[src/rtl/gerencia_matriz_param.sv]
// gerencia_matriz_param: loads matrices A/B from RAM, writes ALU result back; GM_CLEAR_ON_START_EN zeroes A/B on a load start
module gerencia_matriz_param #(
  parameter int W = 9,
  parameter int DIM = 5,
  parameter int ADDR_W = 8,
  parameter int RD_LAT = 1
) (
  input  logic                    clk,
  input  logic                    reset,
  input  logic                    start,
  input  logic [1:0]              mode,
  input  logic [ADDR_W-1:0]       base_a,
  input  logic [ADDR_W-1:0]       base_b,
  input  logic [ADDR_W-1:0]       base_r,
  input  logic [W*DIM*DIM-1:0]    matriz_resultante,
  input  logic                    res_valid,
  output logic [ADDR_W-1:0]       mem_addr,
  output logic [W-1:0]            mem_wdata,
  output logic                    mem_we,
  input  logic [W-1:0]            mem_rdata,
  output logic [W*DIM*DIM-1:0]    matriz1,
  output logic [W*DIM*DIM-1:0]    matriz2,
  output logic                    load_done,
  output logic                    busy,
  output logic                    done
);
  localparam int E = DIM * DIM;
  localparam int CW = $clog2(2 * E + RD_LAT + 1);
  typedef enum logic [2:0] {IDLE, LOAD, WAIT_RES, STORE, DONE} state_t;
  state_t state;
  logic [1:0] mode_q;
  logic [ADDR_W-1:0] ba, bb, br;
  logic [CW-1:0] cnt, nxt, cap;
  logic [ADDR_W-1:0] nxt_addr;
  logic [W*E-1:0] res;
  assign nxt = cnt + CW'(1);
  assign cap = cnt - CW'(RD_LAT);
  assign nxt_addr = (nxt < CW'(E)) ? ba + ADDR_W'(nxt) : bb + ADDR_W'(nxt - CW'(E));
  // cnt indexes issued reads; the word issued RD_LAT cycles ago is captured at index cap
  always_ff @(posedge clk or posedge reset) begin
    if (reset) begin
      state <= IDLE;
      mode_q <= '0;
      ba <= '0;
      bb <= '0;
      br <= '0;
      cnt <= '0;
      res <= '0;
      mem_addr <= '0;
      mem_wdata <= '0;
      mem_we <= 1'b0;
      matriz1 <= '0;
      matriz2 <= '0;
      load_done <= 1'b0;
      busy <= 1'b0;
      done <= 1'b0;
    end else begin
      load_done <= 1'b0;
      done <= 1'b0;
      case (state)
        IDLE: if (start && !done) begin
          mode_q <= mode;
          ba <= base_a;
          bb <= base_b;
          br <= base_r;
          cnt <= '0;
          busy <= 1'b1;
          state <= (mode == 2'b01) ? WAIT_RES : LOAD;
          if (mode != 2'b01) begin
            mem_addr <= base_a;
`ifdef GM_CLEAR_ON_START_EN
            matriz1 <= '0;
            matriz2 <= '0;
`endif
          end
        end
        LOAD: begin
          cnt <= nxt;
          mem_addr <= (nxt < CW'(2 * E)) ? nxt_addr : '0;
          if (cnt >= CW'(RD_LAT)) begin
            if (cap < CW'(E)) matriz1[cap*W +: W] <= mem_rdata;
            else matriz2[(cap - CW'(E))*W +: W] <= mem_rdata;
          end
          if (cnt == CW'(2 * E + RD_LAT - 1)) begin
            load_done <= 1'b1;
            state <= (mode_q == 2'b10) ? WAIT_RES : DONE;
          end
        end
        WAIT_RES: if (res_valid) begin
          res <= matriz_resultante;
          cnt <= '0;
          mem_we <= 1'b1;
          mem_addr <= br;
          mem_wdata <= matriz_resultante[W-1:0];
          state <= STORE;
        end
        STORE: begin
          if (cnt == CW'(E - 1)) begin
            mem_we <= 1'b0;
            mem_addr <= '0;
            mem_wdata <= '0;
            state <= DONE;
          end else begin
            cnt <= nxt;
            mem_addr <= br + ADDR_W'(nxt);
            mem_wdata <= res[nxt*W +: W];
          end
        end
        DONE: begin
          done <= 1'b1;
          busy <= 1'b0;
          state <= IDLE;
        end
        default: state <= IDLE;
      endcase
    end
  end
endmodule

[config.mk]
export PLATFORM = sky130hd
export DESIGN_NAME = gerencia_matriz_param
export DESIGN_NICKNAME = d
export VERILOG_FILES = /design/src/rtl/gerencia_matriz_param.sv
export SDC_FILE = /design/constraint.sdc
export NUM_CORES = 2
export LEC_CHECK = 0
export CORE_MARGIN = 3
export CORE_UTILIZATION = 25
export CTS_BUF_LIST = sky130_fd_sc_hd__clkbuf_4 sky130_fd_sc_hd__clkbuf_8
export DETAILED_ROUTE_END_ITERATION = 10
export HOLD_SLACK_MARGIN = 0.08
export PLACE_DENSITY = 0.5
export SYNTH_ARGS = -nofsm -noshare
export SYNTH_HDL_FRONTEND = slang
export SYNTH_SLANG_ARGS = --single-unit
[constraint.sdc]
create_clock -name clk -period 67.5 [get_ports clk]
set_clock_uncertainty 0.1 [all_clocks]
set_input_delay 13.5 -clock clk [delete_from_list [all_inputs] [get_ports clk]]
set_output_delay 13.5 -clock clk [all_outputs]
set_load 0.01 [all_outputs]
==> metrics.txt <==
# TYPE chip_impl_metric gauge
chip_impl_metric{name="grt_max_degree",unit=""} 178
chip_impl_metric{name="placement.io_buffers",unit=""} 734
chip_impl_info{name="startpoint_type",value="primary input"} 1
chip_impl_metric{name="insertion_delay",unit="ns"} 0.85
chip_impl_info{name="path_cells",value="clkdlybuf4s50_1 > inv_8 > buf_4 > buf_4 > buf_4 > buf_12"} 1
chip_impl_metric{name="die_width",unit="µm"} 384
chip_impl_info{name="cp_top_delay_family",value="buffers and inverters"} 1
chip_impl_info{name="rsz_0062_raised_after_global_routing",value="false"} 1
chip_impl_info{name="clock_tree_from_tritoncts",value="done"} 1
chip_impl_metric{name="design_area",unit="µm²"} 48200
chip_impl_metric{name="cap_viol_max_count",unit=""} 0
chip_impl_metric{name="antenna_violations_before_repair",unit=""} 23
chip_impl_metric{name="cts_made_buffers",unit=""} 143
chip_impl_metric{name="final_layout_size_suffix_gt1_frac",unit=""} 0.222
chip_impl_metric{name="finalCriticalPeriod",unit="ns"} 17.19
chip_impl_metric{name="hold-path-cell-count",unit=""} 2
chip_impl_info{name="crit_path_end_kind",value="asynchronous set/reset pin"} 1
chip_impl_metric{name="holdBufCountCts",unit=""} 0
chip_impl_metric{name="post_drt_wl_per_cell",unit="µm"} 25.6
chip_impl_metric{name="route.vias.total",unit=""} 29400
chip_impl_metric{name="slew-limit-headroom",unit=""} 0.125
chip_impl_info{name="timing.hold.worst_endpoint",value="matriz1[80]$_DFFE_PP0P_"} 1
chip_impl_metric{name="worst_endpoint_data_arrival_time",unit="ns"} 17.92
chip_impl_metric{name="cts_resized",unit=""} 0
chip_impl_metric{name="netlist.area_leader.share",unit=""} 0.513
chip_impl_metric{name="timing.reg2reg.setup_slack",unit="ns"} 57.81
chip_impl_info{name="worst_r2r_startpoint",value="cnt[0]$_DFFE_PP0P_"} 1
chip_impl_metric{name="synth-seq-cells",unit=""} 731
chip_impl_metric{name="timing_worst_slew_pin_value",unit="ns"} 1.31
chip_impl_metric{name="clk_path_buf_depth",unit=""} 3
chip_impl_metric{name="vias_per_cell",unit=""} 4.99
chip_impl_metric{name="cts.sink_count",unit=""} 731
chip_impl_info{name="cpMostUsedCell",value="buf_4"} 1
chip_impl_metric{name="finalWeightedCongestion",unit=""} 0.903
chip_impl_metric{name="clk_pin_slew_worst_paths",unit="ns"} 0.06
chip_impl_metric{name="top_fanout_value_on_the_critical_path",unit=""} 157
chip_impl_metric{name="critical-path-max-stage-delay",unit="ns"} 0.82
chip_impl_info{name="final_cell_mix",value="clkdlybuf4s50_1 (734), dfrtp_1 (730), mux2_2 (432)"} 1
chip_impl_metric{name="vias_in_the_first_global_route",unit=""} 30000
chip_impl_info{name="cts-root-buf",value="clkbuf_8"} 1
chip_impl_metric{name="drc",unit=""} 0
chip_impl_metric{name="htree_levels",unit=""} 4
chip_impl_metric{name="numPlacedInstances",unit=""} 5630
chip_impl_info{name="min-delay-path-class",value="flip-flop to flip-flop"} 1
chip_impl_metric{name="timing.final.crit_share",unit=""} 0.255
chip_impl_metric{name="nets",unit=""} 4210
chip_impl_info{name="setup.worst_path.class",value="primary input to asynchronous set/reset pin"} 1
chip_impl_metric{name="fp.dieArea",unit="µm²"} 147000
chip_impl_metric{name="final_util",unit=""} 0.343
chip_impl_metric{name="totalNegativeSetupSlack",unit="ns"} 0
chip_impl_metric{name="timing_max_transition_violations_final",unit=""} 0
chip_impl_metric{name="final_antenna_net_count",unit=""} 0
chip_impl_metric{name="core_region_area",unit="µm²"} 141000
chip_impl_info{name="r2r-end",value="matriz2[113]$_DFFE_PP0P_"} 1
chip_impl_metric{name="timing.critical_path.required",unit="ns"} 68.23
chip_impl_metric{name="cp_num_cells",unit=""} 6
chip_impl_info{name="biggest_area_contributors_in_the_synthesized_netlist",value="dfrtp_1 (51%), mux2_2 (14%), nand2_1 (3.7%), o21ai_0 (3.6%), mux4_2 (3.4%)"} 1
chip_impl_metric{name="non_filler_instance_count_after_layout",unit=""} 5889
chip_impl_metric{name="ff2ff_path_depth",unit=""} 24
chip_impl_metric{name="flow.area_growth_from_synthesis",unit="%"} 35.2
chip_impl_metric{name="first_pass_grt_wire_length",unit="mm"} 217
chip_impl_metric{name="placementRows",unit=""} 137
chip_impl_metric{name="net_count_after_synthesis",unit=""} 3487
chip_impl_metric{name="detail_route.first_pass.iterations",unit=""} 6
chip_impl_metric{name="synth_cell_types",unit=""} 94
chip_impl_metric{name="finalWirelength",unit="mm"} 151
chip_impl_metric{name="grt_use_total",unit=""} 0.200
chip_impl_info{name="synth_flop_cell",value="dfrtp_1"} 1
chip_impl_metric{name="cts.repair_timing.setup_buffer_count",unit=""} 0
chip_impl_info{name="leading_cell_type_in_the_layout_fill_and_taps_excluded",value="clkdlybuf4s50_1"} 1
chip_impl_metric{name="start_util",unit=""} 0.254
chip_impl_metric{name="async_reset_ff_frac",unit=""} 1.00
chip_impl_metric{name="dp_hpwl",unit="mm"} 111
chip_impl_metric{name="detail_route.iter0.violations",unit=""} 2227
chip_impl_metric{name="synth_enable_flop_cells",unit=""} 0
chip_impl_metric{name="timing.critical_path.buf_inv",unit=""} 6
chip_impl_metric{name="synth_warnings",unit=""} 0
chip_impl_info{name="hold_path.startpoint",value="matriz1[80]$_DFFE_PP0P_"} 1
chip_impl_metric{name="post_dp_cell_area",unit="µm²"} 45100
chip_impl_metric{name="die_height",unit="µm"} 384
chip_impl_metric{name="overflow",unit=""} 0
chip_impl_metric{name="ioPinCount",unit=""} 735
chip_impl_metric{name="avgSynthCellArea",unit="µm²"} 11.2
chip_impl_metric{name="fmax",unit="MHz"} 58.2
chip_impl_metric{name="synth_cells",unit=""} 3176
chip_impl_metric{name="final-setup-viol-count",unit=""} 0
chip_impl_info{name="critPathSlowestCell",value="buf_4"} 1
chip_impl_info{name="synth_largest_area_cell",value="dfrtp_1"} 1
chip_impl_metric{name="seq_area_frac_synth",unit=""} 0.513
chip_impl_info{name="status",value="finished, final reports clean"} 1
chip_impl_metric{name="mappedNetlistArea",unit="µm²"} 35700
chip_impl_metric{name="hold_violations",unit=""} 0
-- synth_stat cells, types with 24 or more instances --
| cell type | instances |
|---|---|
| a211oi_1 | 25 |
| a21oi_1 | 88 |
| and3_1 | 47 |
| buf_2 | 24 |
| clkbuf_1 | 176 |
| dfrtp_1 | 731 |
| ha_1 | 43 |
| inv_1 | 57 |
| mux2_2 | 432 |
| mux2i_1 | 46 |
| mux4_2 | 54 |
| nand2_1 | 352 |
| nand3_1 | 55 |
| nor2_1 | 156 |
| nor3_1 | 51 |
| o21ai_0 | 257 |
| o22ai_1 | 48 |
| o31ai_1 | 111 |
| o41ai_1 | 33 |
| xnor2_1 | 30 |
-- metrics by stage --
step	hold WS, ns	setup slack [ns]
3_5_place_dp	0.356	49.27
3_3_place_gp	0.356	49.27
5_1_grt	0.387	49.77
4_1_cts	0.370	50.22
6_report	0.363	50.31
2_1_floorplan	0.375	33.39
-- worst max path at each step --
stage | from | end | slack, ns
4_1_cts | reset | res[81]$_DFFE_PP0P_ | 50.22
3_5_place_dp | reset | res[81]$_DFFE_PP0P_ | 49.27
5_1_grt | reset | res[81]$_DFFE_PP0P_ | 49.77
6_report | reset | res[81]$_DFFE_PP0P_ | 50.31
3_3_place_gp | reset | res[81]$_DFFE_PP0P_ | 49.27
2_1_floorplan | reset | ba[0]$_DFFE_PP0P_ | 33.39
-- sequential cells by signal (all words and copies together) (netlist names) --
| name | count |
|---|---|
| mem_we | 1 |
| state | 3 |
| cnt | 6 |
| mem_wdata | 9 |
| load_done | 1 |
| mem_addr | 8 |
| busy | 1 |
| br | 8 |
| matriz2 | 225 |
| res | 225 |
| bb | 8 |
| matriz1 | 225 |
| ba | 8 |
| done | 1 |
| mode_q | 2 |
-- metal layers --
layer | vias up | track usage | share of wire
met3 | 228 | 0.0630 | 0.083
met2 | 1156 | 0.325 | 0.47
met1 | 14800 | 0.254 | 0.42
li1 | 13100 | - | -
met4 | 24 | 0.0568 | 0.023
met5 | - | 0 | 0.0012
-- tightest hold or removal path: cells and delay by family (launching register included) --
kind,cells,cell delay (ns)
DFF,1,0.34
and+or+nand+nor,2,0.09
-- area by class of cell --
type	instances	area, µm²
well taps	1876	2350
repair buffers	805	7910
clock buffers	218	2750
fillers	14300	92300
clock inverters	31	342
inverters	60	233
diodes	10	25.0
flip-flops and latches	731	18300
multi-input cells	2158	16400
-- cells by family after synthesis --
family	synth area share
AND/OR/NAND/NOR	0.104
flip-flops	0.513
AO/OA/AOI/OAI	0.136
adder cells (fa/ha/maj)	0.0173
buffers and inverters	0.0321
XOR/XNOR	0.0125
multiplexers	0.185
Power is left out: the tool's default activity adds up to more than one toggle a clock period on the data nets, which glitch-free logic cannot reach.
